[src/rtl/fifo_rd_stream.sv]
// Read-side adapter for the async FIFO: turns the registered pull interface into a
// first-word-fall-through valid/ready stream through a 2-entry skid buffer.
module fifo_rd_stream #(
    parameter int DATA_WIDTH = 16,
    parameter int CNT_WIDTH  = 16
) (
    input  logic                  rd_clk,
    input  logic                  rd_rst_n,
    input  logic                  fifo_empty,
    output logic                  fifo_rd_en,
    input  logic [DATA_WIDTH-1:0] fifo_rd_data,
    output logic                  m_valid,
    input  logic                  m_ready,
    output logic [DATA_WIDTH-1:0] m_data,
    output logic [1:0]            m_level,
    output logic [CNT_WIDTH-1:0]  m_count
);

    logic                  r_run;
    logic                  r_inflight;
    logic                  r_head;
    logic                  r_tail;
    logic [1:0]            r_occ;
    logic [DATA_WIDTH-1:0] r_mem [2];
    logic [CNT_WIDTH-1:0]  r_count;

    logic                  w_pop;
    logic [1:0]            w_pending;
    logic                  w_room;
    logic [1:0]            w_occ_next;

    // Buffered plus in-flight words never exceed 2, so a 2-bit sum cannot overflow.
    assign w_pop      = (r_occ != 2'd0) && m_ready;
    assign w_pending  = r_occ + {1'b0, r_inflight};
    assign w_room     = (w_pending < 2'd2) || ((w_pending == 2'd2) && w_pop);
    assign fifo_rd_en = r_run && !fifo_empty && w_room;
    assign w_occ_next = r_occ + {1'b0, r_inflight} - {1'b0, w_pop};

    // Reads are held off until the first clock edge after reset release.
    always_ff @(posedge rd_clk or negedge rd_rst_n) begin
        if (!rd_rst_n) begin
            r_run <= 1'b0;
        end else begin
            r_run <= 1'b1;
        end
    end

    always_ff @(posedge rd_clk or negedge rd_rst_n) begin
        if (!rd_rst_n) begin
            r_inflight <= 1'b0;
            r_occ      <= 2'd0;
            r_head     <= 1'b0;
            r_tail     <= 1'b0;
        end else begin
            r_inflight <= fifo_rd_en;
            r_occ      <= w_occ_next;
            if (r_inflight) begin
                r_tail <= ~r_tail;
            end
            if (w_pop) begin
                r_head <= ~r_head;
            end
        end
    end

    // FIFO data is only meaningful the cycle after an accepted read.
    always_ff @(posedge rd_clk or negedge rd_rst_n) begin
        if (!rd_rst_n) begin
            r_mem[0] <= '0;
            r_mem[1] <= '0;
        end else if (r_inflight) begin
            r_mem[r_tail] <= fifo_rd_data;
        end
    end

    always_ff @(posedge rd_clk or negedge rd_rst_n) begin
        if (!rd_rst_n) begin
            r_count <= '0;
        end else if (w_pop) begin
            r_count <= r_count + 1'b1;
        end
    end

    assign m_valid = (r_occ != 2'd0);
    assign m_data  = r_mem[r_head];
    assign m_level = r_occ;
    assign m_count = r_count;

endmodule

[config.mk]
export PLATFORM = sky130hd
export DESIGN_NAME = fifo_rd_stream
export DESIGN_NICKNAME = d
export VERILOG_FILES = /design/src/rtl/fifo_rd_stream.sv
export SDC_FILE = /design/constraint.sdc
export NUM_CORES = 1
export LEC_CHECK = 0
export BUFFER_PORTS_ARGS = -buffer_cell sky130_fd_sc_hd__buf_2
export CAP_MARGIN = 10
export CORE_UTILIZATION = 48
export DETAILED_ROUTE_END_ITERATION = 12
export HOLD_SLACK_MARGIN = 0.15
export PLACE_DENSITY = 0.8
export SETUP_SLACK_MARGIN = 0.02
export SYNTH_ARGS = -nofsm -noshare
export SYNTH_HDL_FRONTEND = slang
export SYNTH_SLANG_ARGS = --single-unit
export TNS_END_PERCENT = 50
[constraint.sdc]
create_clock -name rd_clk -period 1.6 [get_ports rd_clk]
set_clock_uncertainty 0.15 [all_clocks]
set_input_delay 0.16 -clock rd_clk [delete_from_list [all_inputs] [get_ports rd_clk]]
set_output_delay 0.16 -clock rd_clk [all_outputs]
set_load 0.02 [all_outputs]
==> results.md <==
- In this design, the stage delay of the slowest critical-path cell is between 0.4 and 0.5 ns.
- TritonCTS built the clock tree.
- The detailed router's first-iteration violation count is between 50 and 60.
- In this run the critical register-to-register path is launched from m_level[1].
- Entering global routing, the biggest net connects 31 pins.
- The TritonCTS sink count is 54.
- The post-synthesis instance area is about 0.0023 mm^2.
- The library cell used most frequently in the layout, excluding fill and tap cells, is dfrtp_1.
- The total wirelength of the detailed-routed design is approximately 4900 um.
- The achievable frequency is roughly 0.54 GHz.
- STA classifies the critical path endpoint as an output port.
- The total number of H-tree levels is 2.
- Once detail routing completed, the nets flagged for antenna violations numbered 0.
- The static leakage is approximately 0.0016 uW.
- The signed area change from the synthesized netlist to the final layout is 43.3%.
- The half-perimeter wire length of the detailed placement result is between 2000 and 3000 um.
- The later pin in the worst-skew pair is clocked with a latency of roughly 0.30 ns.
- Routability-driven placement finished with a final weighted congestion of 0.758.
- The critical path is of the flop to output port type.
- The placed instances occupy a cell area of 0.00279 mm^2.
- Input and output buffers added on the ports amount to 55.
- The portion of the post-synthesis area used by sequential elements is around 58%.
- The kind of path behind the tightest hold check is input port to flop.
- CTS placed an instance of clkbuf_8 at the clock tree root.
- The endpoint of the worst register-to-register path is m_count[15].
- The total number of vias is 1582.
- In this run the worst setup path begins at m_level[0].
- After detailed routing, the number of vias per cell comes to just under 5.
- The synthesized design contains 54 register bits.
- The worst hold slack is 0.0329 ns.
- The floorplan step defined a die boundary enclosing slightly above 0.005 mm^2.
- In this run the worst path has a maximum fanout of 4.
- At the worst endpoint, the arrival time is roughly 1.5 ns.
- Clock-pin slew was measured on the worst setup and hold paths at 0.10 ns.
- Leaving out fill and tap cells, the most frequent cells in the layout are dfrtp_1, buf_2, mux2_2, dlygate4sd3_1, buf_6.
- The width of the die is between 70 and 80 um.
- After clock tree synthesis, the flow added hold-fix buffers numbering 18.
- The net count of the finished layout is between 200 and 300.
- Together, buffers and inverters on the worst path number 1.
- The initial core utilization is between 40% and 50%.
- Setup repair after global routing could not meet its margin everywhere.
- The worst register-to-register path has a setup slack of roughly 0.060 ns.
- After detailed routing, the average wire length per cell comes to between 15 and 20 um.
- The critical path data required time is 1.29 ns.
- The logic depth of the worst setup path including buffers is 5.
- The first global-routing pass estimated a little over 7000 um of wire.
- The number of top-level pins is 56.
- The distinct cell type count after synthesis is 24.
- The number of antenna diodes in the final layout is 0.
- The final count of hold timing violations was 0.
- Max-cap violations in this run came to 0.
- Global routing used a little under a fifth of the available tracks across all layers.
- The net count after synthesis is 190.
- For this run the aggregate overflow at the end of global routing stands at 0.
- The power density of the placed cells is 1960 mW/mm^2.
- The number of global-route vias before repair is ~1600.
- Summed over all failing endpoints, the final setup total negative slack is -1.72 ns.
- The post-synthesis instance total is approximately 170.
- The number of antenna violations at the first check in global routing came to 0.
- The finished cells cover 0.00336 mm^2.
- Measured in cells, the most critical reg-to-reg path has a length of 6.
- Of the cells placed in the final design, the portion with a size suffix greater than 1 is between 50% and 60%.
- The number of search-and-repair iterations in the first detailed-routing pass is 4.
- In this run the standard cell core region covers ~0.0047 mm^2.
- After layout, the worst setup slack is -0.238 ns.
- Walking the worst path, the cells encountered are ha_4, xnor2_4, a21oi_2, nor3b_2, buf_4.
- The worst setup path is launched from a flop.
- Once layout is complete, the utilization of the core stands at between 70% and 80%.
- Of the available clock period, the critical path in the final layout requires 115%.
- The total CTS buffers is 5.
- The filler cells instantiated in the layout total about 310.
- After detailed routing, the number of remaining DRC violations is 0.
- The total setup violations reported at the end of the flow is 17.
- The final reports fail on negative setup slack.
- The die is approximately 72 um tall.
- The slowest cell on the critical path is dfrtp_2.
- The worst setup path endpoint is fifo_rd_en.
- For the finished layout, the period the worst path requires is ~1.8 ns.
- The Yosys step of the flow raised 0 warnings.
- The cell type group with the largest total delay on the critical path is flip-flops.
- The max-slew violation count is 0.
- The flow ran to the end, but the final reports show violations.
- The floorplan has 25 rows.
- The worst-case IR drop observed on VDD is 1.16 mV.
- The mean area per synthesized cell is approximately 14 um^2.
- The maximum number of buffers from clock root to sink is 2.
## worst min-delay path: stages
cell and delay [ns]:
buf_2 0.10, o21ai_4 0.07, nand2_1 0.07, nand2_1 0.05
## cells by family after synthesis
logic type      count (synthesis)  share of synthesized area, %
flops                          54                          57.6
mux                            48                          23.0
simple gates                   30                          7.68
xor+xnor                       19                          7.09
buf+inv                        10                          1.92
fa+ha+maj                       3                          1.60
compound gates                  2                         0.907
other cells                     1                         0.160
## flip-flops by register name (all words and copies together) (netlist names)
name and flops:
r_tail 1, m_count 16, r_mem 32, r_head 1
r_run 1, m_level 2, r_inflight 1
## how the worst min path moves through the flow
stage	from	slack, ns	depth (start not counted)	endpoint
after floorplan	rd_rst_n	-0.29	0	m_count[0]
after global placement	rd_rst_n	0.02	2	r_mem[16]
after detailed placement	rd_rst_n	0.02	2	r_mem[0]
after CTS	m_ready	0.009	3	r_head
after global routing	m_ready	0.03	4	m_count[1]
final	m_ready	0.03	4	m_count[1]
## final cells by class
class                           instances  area [um^2]  area share [%]
Sequential cell                        54         1360            40.3
Multi-Input combinational cell        103         1070            31.9
Timing Repair Buffer                   89          741            22.0
Tap cell                               67         83.8            2.49
Clock buffer                            6         82.6            2.46
Inverter                                4         15.0           0.447
Clock inverter                          2         12.5           0.372
## what timing repair did
action | CTS | global route
pin swaps | 3 | 6
buffers inserted | 4 | 3
endpoints found under the setup margin | 17 | 39
gates cloned | 0 | 1
endpoints found under the hold margin | 90 | 2
resized for setup | 3 | 61
## report_power, final
group | switching, uW | total [uW] | internal, uW
registers | 393 | 2310 | 1920
clock network | 430 | 779 | 349
logic | 1480 | 3500 | 2020
total | 2300 | 6600 | 4290
## synthesized netlist by cell type
library cell,instances,area [um^2]
or2_2,2,12.5
and4_1,1,8.76
inv_1,3,11.3
nor3_1,1,5.00
inv_2,1,3.75
dfrtp_1,54,1350
nor3_4,1,16.3
conb_1,1,3.75
ha_1,3,37.5
nor3b_1,1,7.51
nand4_1,2,12.5
nand4_4,1,21.3
buf_2,6,30.0
o21ai_4,1,16.3
nand2_1,9,33.8
nor2_1,3,11.3
mux2_2,48,541
and3_1,2,12.5
xor2_1,5,43.8
and3_2,1,7.51
xnor2_1,14,123
nand3_1,5,25.0
a21oi_1,1,5.00
nor2b_1,1,6.26
## metal layers
metal  part of all wire, %  global-route usage [%]  up-vias  wire (um)
met5                     0                       0        -          0
met4                   1.7                    7.41        0         84
met3                   3.3                    3.75        9        162
met2                    50                    32.1       39       2460
met1                    45                    22.5      783       2190
li1                      -                       -      751          -
## per-stage QoR
step	setup slack [ns]	cells	power, uW
2_1_floorplan	0.0260	167	4010
3_3_place_gp	0.0695	291	4740
3_5_place_dp	0.0371	291	4810
4_1_cts	-0.235	321	5720
5_1_grt	-0.311	325	6940
6_report	-0.238	325	6600
Note: power is estimated with default switching activity, not from simulation.
